--- config.mk ---
export PLATFORM = sky130hd
export DESIGN_NAME = mul_sequencer
export DESIGN_NICKNAME = d
export VERILOG_FILES = /design/src/rtl/mul_sequencer.sv
export SDC_FILE = /design/constraint.sdc
export NUM_CORES = 1
export LEC_CHECK = 0
export BUFFER_PORTS_ARGS = -buffer_cell sky130_fd_sc_hd__buf_2
export CAP_MARGIN = 20
export CORE_MARGIN = 1
export CORE_UTILIZATION = 35
export CTS_BUF_LIST = sky130_fd_sc_hd__clkbuf_4
export DETAILED_ROUTE_END_ITERATION = 10
export PLACE_DENSITY_LB_ADDON = 0.08
export SLEW_MARGIN = 30
export SYNTH_ARGS = -nofsm -noshare
export SYNTH_HDL_FRONTEND = slang
export SYNTH_SLANG_ARGS = --single-unit
--- constraint.sdc ---
create_clock -name clk_i -period 3.65 [get_ports clk_i]
set_input_delay 0.1825 -clock clk_i [delete_from_list [all_inputs] [get_ports clk_i]]
set_output_delay 0.1825 -clock clk_i [all_outputs]
set_load 0.1 [all_outputs]
--- src/rtl/mul_sequencer.sv ---
// mul_sequencer: iterative shift-add multiplier for the EX-stage MUL.
// Produces the low WIDTH bits of data1_i * data2_i, stalling the pipeline
// while the iterations run, and presents the product with done_o for as
// long as the retiring MUL is held in EX.
module mul_sequencer #(
    parameter int              WIDTH    = 32,
    parameter logic [2:0]      MUL_CODE = 3'b100,
    parameter int              CNT_W    = 5
) (
    input  logic             clk_i,
    input  logic             rst_i,
    input  logic             valid_i,
    input  logic [2:0]       ALUCtrl_i,
    input  logic [WIDTH-1:0] data1_i,
    input  logic [WIDTH-1:0] data2_i,
    input  logic             hold_i,
    output logic             stall_o,
    output logic             done_o,
    output logic [WIDTH-1:0] result_o
);

    localparam logic [1:0] IDLE = 2'd0;
    localparam logic [1:0] BUSY = 2'd1;
    localparam logic [1:0] DONE = 2'd2;

    // Last iteration index: a full-width multiplier needs WIDTH iterations.
    localparam logic [CNT_W-1:0] CNT_LAST = CNT_W'(WIDTH - 1);
    localparam logic [CNT_W-1:0] CNT_ONE  = CNT_W'(1);

    logic [1:0]       state_r;
    logic [WIDTH-1:0] mcand_r;
    logic [WIDTH-1:0] mplier_r;
    logic [WIDTH-1:0] acc_r;
    logic [CNT_W-1:0] cnt_r;

    logic [1:0]       state_nxt_s;
    logic [WIDTH-1:0] mcand_nxt_s;
    logic [WIDTH-1:0] mplier_nxt_s;
    logic [WIDTH-1:0] acc_nxt_s;
    logic [CNT_W-1:0] cnt_nxt_s;

    logic             req_s;
    logic [WIDTH-1:0] mplier_shift_s;

    assign req_s          = valid_i && (ALUCtrl_i == MUL_CODE);
    assign mplier_shift_s = mplier_r >> 1;

    // Next-state and datapath update for one multiply iteration.
    always_comb begin
        state_nxt_s  = state_r;
        mcand_nxt_s  = mcand_r;
        mplier_nxt_s = mplier_r;
        acc_nxt_s    = acc_r;
        cnt_nxt_s    = cnt_r;
        case (state_r)
            IDLE: begin
                if (req_s) begin
                    mcand_nxt_s  = data1_i;
                    mplier_nxt_s = data2_i;
                    acc_nxt_s    = {WIDTH{1'b0}};
                    cnt_nxt_s    = {CNT_W{1'b0}};
                    state_nxt_s  = BUSY;
                end else begin
                    state_nxt_s  = IDLE;
                end
            end
            BUSY: begin
                if (mplier_r[0]) begin
                    acc_nxt_s = acc_r + mcand_r;
                end else begin
                    acc_nxt_s = acc_r;
                end
                mcand_nxt_s  = mcand_r << 1;
                mplier_nxt_s = mplier_shift_s;
                cnt_nxt_s    = cnt_r + CNT_ONE;
                // Stop early once no multiplier bits remain.
                if ((mplier_shift_s == {WIDTH{1'b0}}) || (cnt_r == CNT_LAST)) begin
                    state_nxt_s = DONE;
                end else begin
                    state_nxt_s = BUSY;
                end
            end
            DONE: begin
                // The retiring MUL still shows MUL_CODE, so req is not looked at here.
                if (hold_i) begin
                    state_nxt_s = DONE;
                end else begin
                    state_nxt_s = IDLE;
                end
            end
            default: begin
                state_nxt_s = IDLE;
            end
        endcase
    end

    // State and datapath registers with synchronous reset.
    always_ff @(posedge clk_i) begin
        if (rst_i) begin
            state_r  <= IDLE;
            mcand_r  <= {WIDTH{1'b0}};
            mplier_r <= {WIDTH{1'b0}};
            acc_r    <= {WIDTH{1'b0}};
            cnt_r    <= {CNT_W{1'b0}};
        end else begin
            state_r  <= state_nxt_s;
            mcand_r  <= mcand_nxt_s;
            mplier_r <= mplier_nxt_s;
            acc_r    <= acc_nxt_s;
            cnt_r    <= cnt_nxt_s;
        end
    end

    // Stall covers the request cycle and every iteration; reset forces it low.
    always_comb begin
        if (rst_i) begin
            stall_o = 1'b0;
            done_o  = 1'b0;
        end else begin
            stall_o = ((state_r == IDLE) && req_s) || (state_r == BUSY);
            done_o  = (state_r == DONE);
        end
    end

    assign result_o = acc_r;

endmodule

# Word-level counts from Yosys, hierarchy flattened
# Cells that the tools add are included.
# op_classes
n_reduce_logical	9
n_eq_ne	6
add_sub_neg	2
muxes	15
# ops
op	n
32-bit one-hot mux with 2 select lines	3
32-bit 2-to-1 mux	4
32-bit adder	1
32-bit logical NOT	1
5-bit one-hot mux with 2 select lines	1
2-bit one-hot mux with 3 select lines	1
5-bit by 1-bit adder with 5-bit output, second input constant	1
5-bit == test, second input constant	1
5-bit 2-to-1 mux	1
2-bit 2-to-1 mux	2
2-bit != test, second input constant	2
3-bit == test, second input constant	1
1-bit 2-to-1 mux	3
3-bit AND reduction	1
2-bit by 1-bit == test with 1-bit output, second input constant	1
2-bit == test, second input constant	1
1-bit logical AND	2
2-bit logical NOT	1
1-bit logical OR	2
2-bit AND reduction	1
2-bit nonzero test	1
# word_totals
inputBits	71
out_inout_bits	34
word_cells	37
reg_bits	103

# Longest topological paths before layout
# Gate-level depths: netlist of run 1.
# logic_depth
ltp_word	5
ltp_mapped	12
mapped_depth_nobuf	12

# Worst setup path before layout of run 1
# OpenSTA, ideal clock, no wires.
# synth_path
path_type	reg2reg
from	register acc_r[0], in the netlist result_o[0]
to	register acc_r[30], in the netlist result_o[30]
setup_time_ps	118
t_arrival_ps	3184
path_slack_ps	349
stages_incl_launch_ff	13
required_ps	3532
path_buffers	0
synth_period_minus_slack_ps	3301
cell_sequence	dfxtp_1 -> ha_1 -> inv_1 -> fa_1 -> nor2b_1 -> o21bai_1 -> a21oi_2 -> o211ai_2 -> o21a_4 -> nor4b_4 -> a2111oi_4 -> xnor2_1 -> a22o_1
# synth_between
elab_chain_len	3
# synth_rtl
item	line	rtl
start, declared	33	logic [WIDTH-1:0] acc_r;
start signal, assigned	103	acc_r <= {WIDTH{1'b0}};
start signal, assigned	109	acc_r <= acc_nxt_s;
32-bit adder	69	acc_nxt_s = acc_r + mcand_r;
32-bit 2-to-1 mux	68	if (mplier_r[0]) begin
32-bit one-hot mux with 2 select lines	55	case (state_r)
# No other way between the ends. The select of a mux whose other input is x is not followed.
# A chain may end at the register's enable or synchronous reset.

# Worst setup path in the final report of run 1
# layout_path
from	register mcand_r[0]
to	register acc_r[28], in the netlist result_o[28]
# layout_between
elab_chain_len	3
# layout_rtl
item	line	rtl
start, declared	31	logic [WIDTH-1:0] mcand_r;
start signal, assigned	101	mcand_r <= {WIDTH{1'b0}};
start signal, assigned	107	mcand_r <= mcand_nxt_s;
32-bit adder	69	
32-bit 2-to-1 mux	68	
32-bit one-hot mux with 2 select lines	55	
# No other way between the ends. The select of a mux whose other input is x is not followed.

==> impl_metrics.csv, run 1 <==
group,metric,value,unit
status,status,"complete, no violations",
grt,met3_usage,0.0266,
pwr,leakagePower,3.10,nW
place,gp_congestion,0.912,
setup_path,startpoint_type,"register",
min_path,holdCritPathClass,"primary input to register",
floorplan,fp.dieArea,17200,um2
drt,drc_errors,0,
drt,drt_pass1_iterations,4,
pwr,vdd_ir_drop_max,0.180,mV
timing,timing.final.crit_share,0.794,
place,place_inst,1022,
cts,root_buffer,"clkbuf_4",
cts,clock_sinks,103,
synth,yosysWarnings,0,
setup_path,cp.arrival,3280,ps
floorplan,core-area,16100,um2
drt,vias_per_cell,5.21,
floorplan,ioPinCount,105,
finish,drive_above_1_share,0.156,
timing,hold_viol,0,
timing,slew_headroom,0.511,
cts,path_clk_slew,150,ps
setup_path,reg2reg_depth,12,
grt,grtUsageMet2,0.329,
cts,numCtsBuffers,9,
place,dp.final_hpwl,11700,um
grt,grt_max_degree,70,
min_path,min_path_cells,5,
setup_path,regToRegEndpoint,"result_o[28]$_SDFFE_PP0P_",
timing,tightest_slew,734,ps
setup_path,cp-end-kind,"register",
floorplan,rows,46,
cts,cts_hold_buffers,64,
pwr,power.total,2.18,mW
cts,cts_resized,0,
min_path,min_to,"state_r[1]$_SDFF_PP0_",
grt,antenna_found_initial,1,
synth,synth_area,5840,um2
synth,syn_avg_cell_area,7.79,um2
timing,setup_viol,0,
cts,cts_setup_buffers,0,
synth,ys_seq_area_frac,0.353,
setup_path,reg2reg_slack,750,ps
grt,grt-busiest-layer,"met2",
cts,htree_num_levels,3,
drt,postRouteAntennaNets,0,
floorplan,fp.dieW,131,um
drt,vias,5746,
cts,cts_tree,"built",
cts,worstSkewPairLatency,490,ps
setup_path,r2r-start,"mcand_r[0]$_SDFFE_PP0P_",
timing,slew_viol_final,0,
grt,grt_pass1_vias,5577,
drt,drt_iter0_drc,302,
finish,final_nets,986,
finish,syn_to_final_growth,23.9,%
synth,synth_edf_count,0,
min_path,worstHoldStart,"hold_i",
synth,synthesis.nets,855,
place,io_buffer_count,104,
floorplan,die_height,131,um
timing,period_needed,2900,ps
finish,final_cells,1103,
timing,clock.fmax,0.345,GHz
cts,clockBufferDepth,2,
pwr,power_density,301,nW/um2
grt,use_met1,0.246,
grt,grt_usage,0.192,
synth,synthCells,750,
grt,grt_pass1_wl,27200,um
synth,synth_flop_cell,"dfxtp_1",
run,drv_cap,0,
setup_path,critPathMaxFanout,4,
timing,skew,15.4,ps
timing,rsz0062_at_grt,"no",
synth,async_flop_share,0,
grt,gr-total-overflow,0,
drt,wl,16300,um
synth,synth-seq-cells,103,
synth,synth_cell_types,52,
setup_path,worstPathRequired,4040,ps
drt,routedWlPerCell,14.8,um
setup_path,path_class,"register to register",
floorplan,start_util,0.362,
timing,tns,0,ps
sequential cells by signal, indices dropped and copies added, names as in the netlist:
signal	cells
cnt_r	5
result_o	32
mplier_r	32
mcand_r	32
state_r	2
cells by family after synthesis:
kind of cell	share of synthesized area
XOR/XNOR	0.0405
adder cells (fa/ha/maj)	0.0741
AND/OR/NAND/NOR	0.236
flip-flops	0.353
AO/OA/AOI/OAI	0.246
buffers and inverters	0.0499
final cells by class:
class,count,area (um2)
diodes,1,2.50
well taps,216,270
fillers,1657,8880
repair buffers,176,1230
multi-input cells,581,3500
flip-flops and latches,103,2060
inverters,10,37.5
clock buffers,11,82.6
clock inverters,5,48.8
worst max path at each step:
stage,to,slack (ps),cells past startpoint,start
after global routing,result_o[28]$_SDFFE_PP0P_,450,12,mcand_r[0]$_SDFFE_PP0P_
after global placement,result_o[28]$_SDFFE_PP0P_,920,12,mcand_r[0]$_SDFFE_PP0P_
final,result_o[28]$_SDFFE_PP0P_,750,12,mcand_r[0]$_SDFFE_PP0P_
after detailed placement,result_o[28]$_SDFFE_PP0P_,820,12,mcand_r[0]$_SDFFE_PP0P_
after floorplan,result_o[30]$_SDFFE_PP0P_,350,12,result_o[0]$_SDFFE_PP0P_
after CTS,result_o[28]$_SDFFE_PP0P_,780,12,mcand_r[0]$_SDFFE_PP0P_
cells in the mapped netlist (2+ instances only):
library cell,count,area share
nand3b_1,3,0.0039
clkbuf_1,43,0.028
xnor2_1,17,0.025
buf_6,3,0.0058
buf_1,4,0.0026
a22o_1,17,0.025
buf_4,4,0.0051
nor2_1,85,0.055
o21bai_1,6,0.0077
o31a_1,2,0.0030
xor2_1,10,0.015
nand2b_1,2,0.0021
a211oi_1,5,0.0064
a311oi_1,62,0.093
or3_1,2,0.0021
nand4_1,8,0.0086
a21oi_1,54,0.046
a31oi_1,4,0.0043
dfxtp_1,103,0.35
nor2b_1,3,0.0032
nand2_1,171,0.11
o21ai_0,16,0.014
ha_1,33,0.071
o21ai_1,3,0.0026
o21a_1,3,0.0039
nand3_1,24,0.021
o22ai_1,2,0.0021
nor3_1,3,0.0026
o21ba_2,2,0.0034
inv_1,10,0.0064
and2_1,3,0.0032
o221ai_1,3,0.0045
a21o_1,10,0.013
nor4_1,8,0.0086
and3_1,5,0.0054
per-stage QoR:
step           area, um2  hold slack [ps]   util  setup WS, ps
2_1_floorplan       5840              319      -           349
3_3_place_gp        6460              434  0.401           923
3_5_place_dp        6460              440  0.401           817
4_1_cts             7240             4.04  0.449           776
5_1_grt             7240             81.6  0.449           455
6_report            7240             43.5  0.449           752
power by group:
group | internal [mW] | total (mW) | switching [mW] | leakage (nW)
clock | 0.218 | 0.604 | 0.386 | 0.0696
combinational | 0.165 | 0.353 | 0.188 | 2.20
sequential | 1.18 | 1.22 | 0.0460 | 0.834
total | 1.56 | 2.18 | 0.619 | 3.10
critical path, cell delays in order (launching register included):
cell	delay (ps)
dfxtp_1	390
ha_1	180
inv_1	60
fa_1	400
nor2b_1	220
o21bai_1	130
a21oi_2	200
o211ai_2	150
a211oi_1	410
nand2_1	160
o221ai_1	220
xor2_1	100
a22o_1	200
layer usage:
layer / up-vias / routed length, um
met3: 16 / 534
li1: 2944 / -
met2: 117 / 7720
met5: - / 0
met4: 0 / 248
met1: 2669 / 7820
placed cells by master, fill, tap and decap left out, types with 11 or more instances in the layout:
cell type	netlist	final
nand2_1	171	171
buf_2	1	104
dfxtp_1	103	103
nor2_1	85	85
dlygate4sd3_1	0	64
a311oi_1	62	62
a21oi_1	54	54
ha_1	33	33
nand3_1	24	23
xnor2_1	17	17
a22o_1	17	17
o21ai_0	16	16
clkbuf_4	0	11
(Power assumes the default switching activity.)
==> inputs of run 2 (changes only) <==
Clock period 3.65 ns to 2.8 ns, I/O delays scaled along.
==> run 2 against run 1 <==
Utilization grew 1.2 points. Worst setup slack got worse by 580 ps. Final cell count is 1.5% higher. Largest cell class unchanged. Largest power group unchanged. Highest routed layer unchanged.
==> impl_metrics.csv, run 2 (synthesized netlist as in run 1, its figures left out) <==
group,metric,value,unit
timing,setup_viol,0,
finish,final_cells,1120,
setup_path,startpoint_type,"register",
timing,hold_ws,275,ps
drt,drc_errors,0,
grt,antenna_found_initial,1,
setup_path,critPathMaxFanout,4,
cts,numCtsBuffers,9,
finish,drive_above_1_share,0.197,
drt,drt_iter0_drc,340,
setup_path,path_class,"register to register",
drt,drt_pass1_iterations,5,
place,gp_congestion,0.924,
grt,grt_pass1_wl,27500,um
floorplan,ioPinCount,105,
timing,tns,0,ps
drt,postRouteAntennaNets,0,
setup_path,regToRegEndpoint,"result_o[30]$_SDFFE_PP0P_",
cts,htree_num_levels,3,
finish,syn_to_final_growth,27.3,%
cts,clock_sinks,103,
pwr,power.total,2.84,mW
min_path,holdCritPathClass,"primary input to register",
pwr,vdd_ir_drop_max,0.257,mV
floorplan,fp.dieArea,17200,um2
cts,clockBufferDepth,2,
cts,root_buffer,"clkbuf_4",
place,dpl_cell_area,6610,um2
timing,period_needed,2630,ps
timing,timing.final.ws_setup,170,ps
timing,timing.final.crit_share,0.939,
timing,slew_viol_final,0,
run,drv_cap,0,
min_path,min_to,"cnt_r[3]$_SDFFE_PP0P_",
grt,grt_pass1_vias,5685,
drt,routedWlPerCell,14.7,um
status,status,"complete, no violations",
setup_path,cp.arrival,3030,ps
finish,final_nets,1004,
drt,vias_per_cell,5.20,
setup_path,worstPathRequired,3200,ps
setup_path,r2r-start,"result_o[0]$_SDFFE_PP0P_",
pwr,power_density,381,nW/um2
timing,skew,13.9,ps
floorplan,fp.dieW,131,um
floorplan,die_height,131,um
finish,mostFrequentLayoutCells,"nand2_1, buf_2, nor2_1",
finish,final_cell_area,7440,um2
floorplan,rows,46,
timing,slew_headroom,0.644,
timing,rsz0062_at_grt,"no",
floorplan,start_util,0.362,
drt,vias,5820,
setup_path,reg2reg_depth,12,
setup_path,cp-end-kind,"register",
pwr,leakagePower,3.22,nW
floorplan,core-area,16100,um2
grt,grt_max_degree,56,
finish,final_util,0.461,
timing,clock.fmax,0.380,GHz
place,dp.final_hpwl,12100,um
finish,fillers,1644,
cts,worstSkewPairLatency,480,ps
cts,path_clk_slew,150,ps
setup_path,reg2reg_slack,170,ps
min_path,min_path_cells,5,
grt,grt_usage,0.195,
timing,tightest_slew,533,ps
min_path,worstHoldStart,"ALUCtrl_i[2]",
finish,final_common_cell,"nand2_1",
place,place_inst,1035,
drt,wl,16500,um
place,dp_slack,24.7,ps
cts,cts_tree,"built",
grt,gr-total-overflow,0,
timing,hold_viol,0,
place,io_buffer_count,104,
-- run 2: layer usage --
layer  wire, um  vias to the layer above  GRT usage
met5          0                        -          0
met4        201                        0     0.0614
met3        455                       11     0.0247
met2       7880                      115      0.333
met1       7970                     2715      0.255
li1           -                     2979          -
-- run 2: worst max-delay path: stages, from the launching register on --
cell and delay (ps):
dfxtp_4 370, ha_1 160, inv_1 50, fa_1 400, nor2b_2 150, o21bai_1 110, a21oi_2 190, o211ai_2 140
o21a_4 260, nor4b_4 310, a2111oi_4 90, xnor2_1 130, a22o_1 190
-- run 2: worst max-delay path by stage --
stage	start	cells past startpoint	end
floorplan	result_o[3]$_SDFFE_PP0P_	10	result_o[30]$_SDFFE_PP0P_
global placement	mcand_r[0]$_SDFFE_PP0P_	12	result_o[28]$_SDFFE_PP0P_
detailed placement	mcand_r[0]$_SDFFE_PP0P_	12	result_o[28]$_SDFFE_PP0P_
CTS	mcand_r[0]$_SDFFE_PP0P_	12	result_o[28]$_SDFFE_PP0P_
global route	result_o[0]$_SDFFE_PP0P_	12	result_o[30]$_SDFFE_PP0P_
finish	result_o[0]$_SDFFE_PP0P_	12	result_o[30]$_SDFFE_PP0P_
-- run 2: final cells by class --
class	instances	area, um2	area share
Antenna cell	1	2.50	0.000336
Clock buffer	10	75.1	0.0101
Clock inverter	5	48.8	0.00656
Inverter	10	37.5	0.00505
Multi-Input combinational cell	581	3520	0.473
Sequential cell	103	2090	0.282
Tap cell	216	270	0.0363
Timing Repair Buffer	194	1390	0.187
-- run 2: what timing repair did --
| action | CTS | global route |
|---|---|---|
| buffers inserted | 0 | 1 |
| resized for setup | 0 | 4 |
| hold buffers | 68 | 0 |
| hold endpoints to repair | 69 | 0 |
| setup endpoints to repair | 0 | 5 |
-- run 2: report_power, final --
part	switching [mW]	total, mW	leakage, nW	internal (mW)
registers	0.0591	1.59	0.846	1.53
clock network	0.498	0.770	0.0717	0.272
logic	0.249	0.475	2.30	0.226
total	0.806	2.84	3.22	2.03
==> inputs of run 3 (changes only) <==
Clock period 2.8 ns to 2.9 ns, I/O delays scaled along.
==> run 3 against run 2 <==
Worst setup slack better by 24 ps. Critical path depth did not move. Clock skew up 5.8 ps. Final cell count down 0.71%. Via count increased by 0.43%. Non-clock buffer count is 9 lower. Hold slack worse by 35 ps. Critical path type unchanged. Critical endpoint unchanged. Largest cell class unchanged. Largest power group unchanged.
==> impl_metrics.csv, run 3 (synthesized netlist as in run 1, its figures left out) <==
group,metric,value,unit
floorplan,core-area,16100,um2
setup_path,reg2reg_slack,190,ps
setup_path,cp.arrival,3110,ps
finish,drive_above_1_share,0.182,
cts,path_clk_slew,170,ps
timing,tns,0,ps
timing,setup_viol,0,
cts,clockBufferDepth,2,
setup_path,critPathMaxFanout,4,
pwr,power_density,367,nW/um2
timing,slew_viol_final,0,
finish,mostFrequentLayoutCells,"nand2_1, buf_2, dfxtp_1",
place,dp_slack,31.2,ps
grt,grt_usage,0.200,
status,status,"complete, no violations",
setup_path,worstPathRequired,3300,ps
timing,timing.final.ws_setup,194,ps
place,io_buffer_count,104,
setup_path,cp_slowest_stage_delay,390,ps
drt,routedWlPerCell,15.3,um
finish,multi_input_area,3510,um2
grt,grt_pass1_wl,28100,um
setup_path,cp_num_buf_inv,1,
setup_path,crit_slowest_cell,"fa_1",
setup_path,reg2reg_depth,12,
finish,final_cells,1112,
cts,cts_tree,"built",
floorplan,die_height,131,um
timing,tightest_slew,888,ps
setup_path,path_delay_family,"compound AO/OA/AOI/OAI gates",
grt,grt_max_degree,82,
setup_path,path_class,"register to register",
floorplan,fp.dieArea,17200,um2
floorplan,start_util,0.362,
run,drv_cap,0,
finish,syn_to_final_growth,25.8,%
setup_path,cp-end-kind,"register",
pwr,vdd_ir_drop_max,0.230,mV
setup_path,regToRegEndpoint,"result_o[30]$_SDFFE_PP0P_",
min_path,worstHoldStart,"rst_i",
min_path,min_to,"state_r[1]$_SDFF_PP0_",
drt,vias,5845,
drt,postRouteAntennaNets,0,
drt,drt_iter0_drc,413,
place,dp.final_hpwl,11900,um
setup_path,r2r-start,"result_o[0]$_SDFFE_PP0P_",
timing,hold_ws,240,ps
finish,regArea,2080,um2
floorplan,rows,46,
cts,root_buffer,"clkbuf_4",
cts,htree_num_levels,3,
drt,wl,17100,um
timing,slew_headroom,0.408,
finish,final_common_cell,"nand2_1",
place,place_inst,1030,
cts,worstSkewPairLatency,490,ps
finish,final_util,0.456,
setup_path,startpoint_type,"register",
timing,rsz0062_at_grt,"no",
cts,cts_setup_buffers,0,
timing,clock.fmax,0.370,GHz
floorplan,ioPinCount,105,
timing,hold_viol,0,
drt,drc_errors,0,
min_path,min_path_cells,2,
timing,skew,19.7,ps
timing,period_needed,2710,ps
drt,vias_per_cell,5.26,
drt,drt_pass1_iterations,5,
finish,fillers,1643,
grt,antenna_found_initial,1,
floorplan,fp.dieW,131,um
timing,timing.final.crit_share,0.933,
setup_path,crit_chain,"ha_1, inv_1, fa_1, nor2b_2, o21bai_1, a21oi_2, o211ai_2, o21a_4, nor4b_4, a2111oi_4, xnor2_1, a22o_1",
grt,grt_pass1_vias,5731,
pwr,leakagePower,3.16,nW
setup_path,critical_path_depth,12,
min_path,holdCritPathClass,"primary input to register",
finish,final_nets,995,
grt,gr-total-overflow,0,
place,gp_congestion,0.855,
cts,numCtsBuffers,9,
cts,clock_sinks,103,
run 3: cell types whose count changed in the layout (fill, tap and decap cells not counted), sizes merged:
| cell | delta |
|---|---|
| buf | -6 |
| dlygate4sd3 | -3 |
| bufinv | -1 |
| clkbuf | +1 |
| clkinvlp | +1 |
run 3: layout make-up:
cell class,count,share of cell area
Tap cell,216,0.0368
Inverter,10,0.00511
Timing Repair Buffer,185,0.181
Multi-Input combinational cell,581,0.478
Antenna cell,1,0.000340
Clock buffer,11,0.0112
Clock inverter,5,0.00477
Sequential cell,103,0.283
run 3: repair_timing:
| action | CTS | global route |
|---|---|---|
| setup endpoints to repair | 1 | 5 |
| hold buffers | 65 | 0 |
| pin swaps | 0 | 4 |
| hold endpoints to repair | 65 | 0 |
| resized for setup | 1 | 3 |
run 3: worst max-delay path by stage:
stage / start / to / slack (ps)
6_report: result_o[0]$_SDFFE_PP0P_ / result_o[30]$_SDFFE_PP0P_ / 190
5_1_grt: result_o[0]$_SDFFE_PP0P_ / result_o[30]$_SDFFE_PP0P_ / 9
4_1_cts: mcand_r[0]$_SDFFE_PP0P_ / result_o[30]$_SDFFE_PP0P_ / 110
3_5_place_dp: mcand_r[0]$_SDFFE_PP0P_ / result_o[28]$_SDFFE_PP0P_ / 30
3_3_place_gp: mcand_r[0]$_SDFFE_PP0P_ / result_o[28]$_SDFFE_PP0P_ / 130
2_1_floorplan: result_o[9]$_SDFFE_PP0P_ / result_o[30]$_SDFFE_PP0P_ / -9
run 3: power breakdown:
group | internal, mW | switching [mW] | leakage, nW
clock | 0.198 | 0.507 | 0.0672
sequential | 1.48 | 0.0581 | 0.840
combinational | 0.216 | 0.240 | 2.25
run 3: worst register-to-register path: stages (launching register included):
cell and delay (ps):
dfxtp_4 380, ha_1 160, inv_1 60, fa_1 390
nor2b_2 160, o21bai_1 110, a21oi_2 180, o211ai_2 150
o21a_4 280, nor4b_4 320, a2111oi_4 90, xnor2_1 130
a22o_1 190
run 3: per-stage QoR:
stage / power, mW / instance area [um2]
2_1_floorplan: 1.82 / 5860
3_3_place_gp: 1.95 / 6570
6_report: 2.70 / 7350
4_1_cts: 2.75 / 7340
3_5_place_dp: 1.96 / 6570
5_1_grt: 2.86 / 7350
run 3: per-layer routing:
| metal | vias up | GRT usage | wire, um |
|---|---|---|---|
| met2 | 131 | 0.350 | 8260 |
| met5 | - | 0 | 0 |
| met3 | 24 | 0.0421 | 604 |
| met4 | 0 | 0.0582 | 297 |
| met1 | 2728 | 0.244 | 7900 |
| li1 | 2962 | - | - |
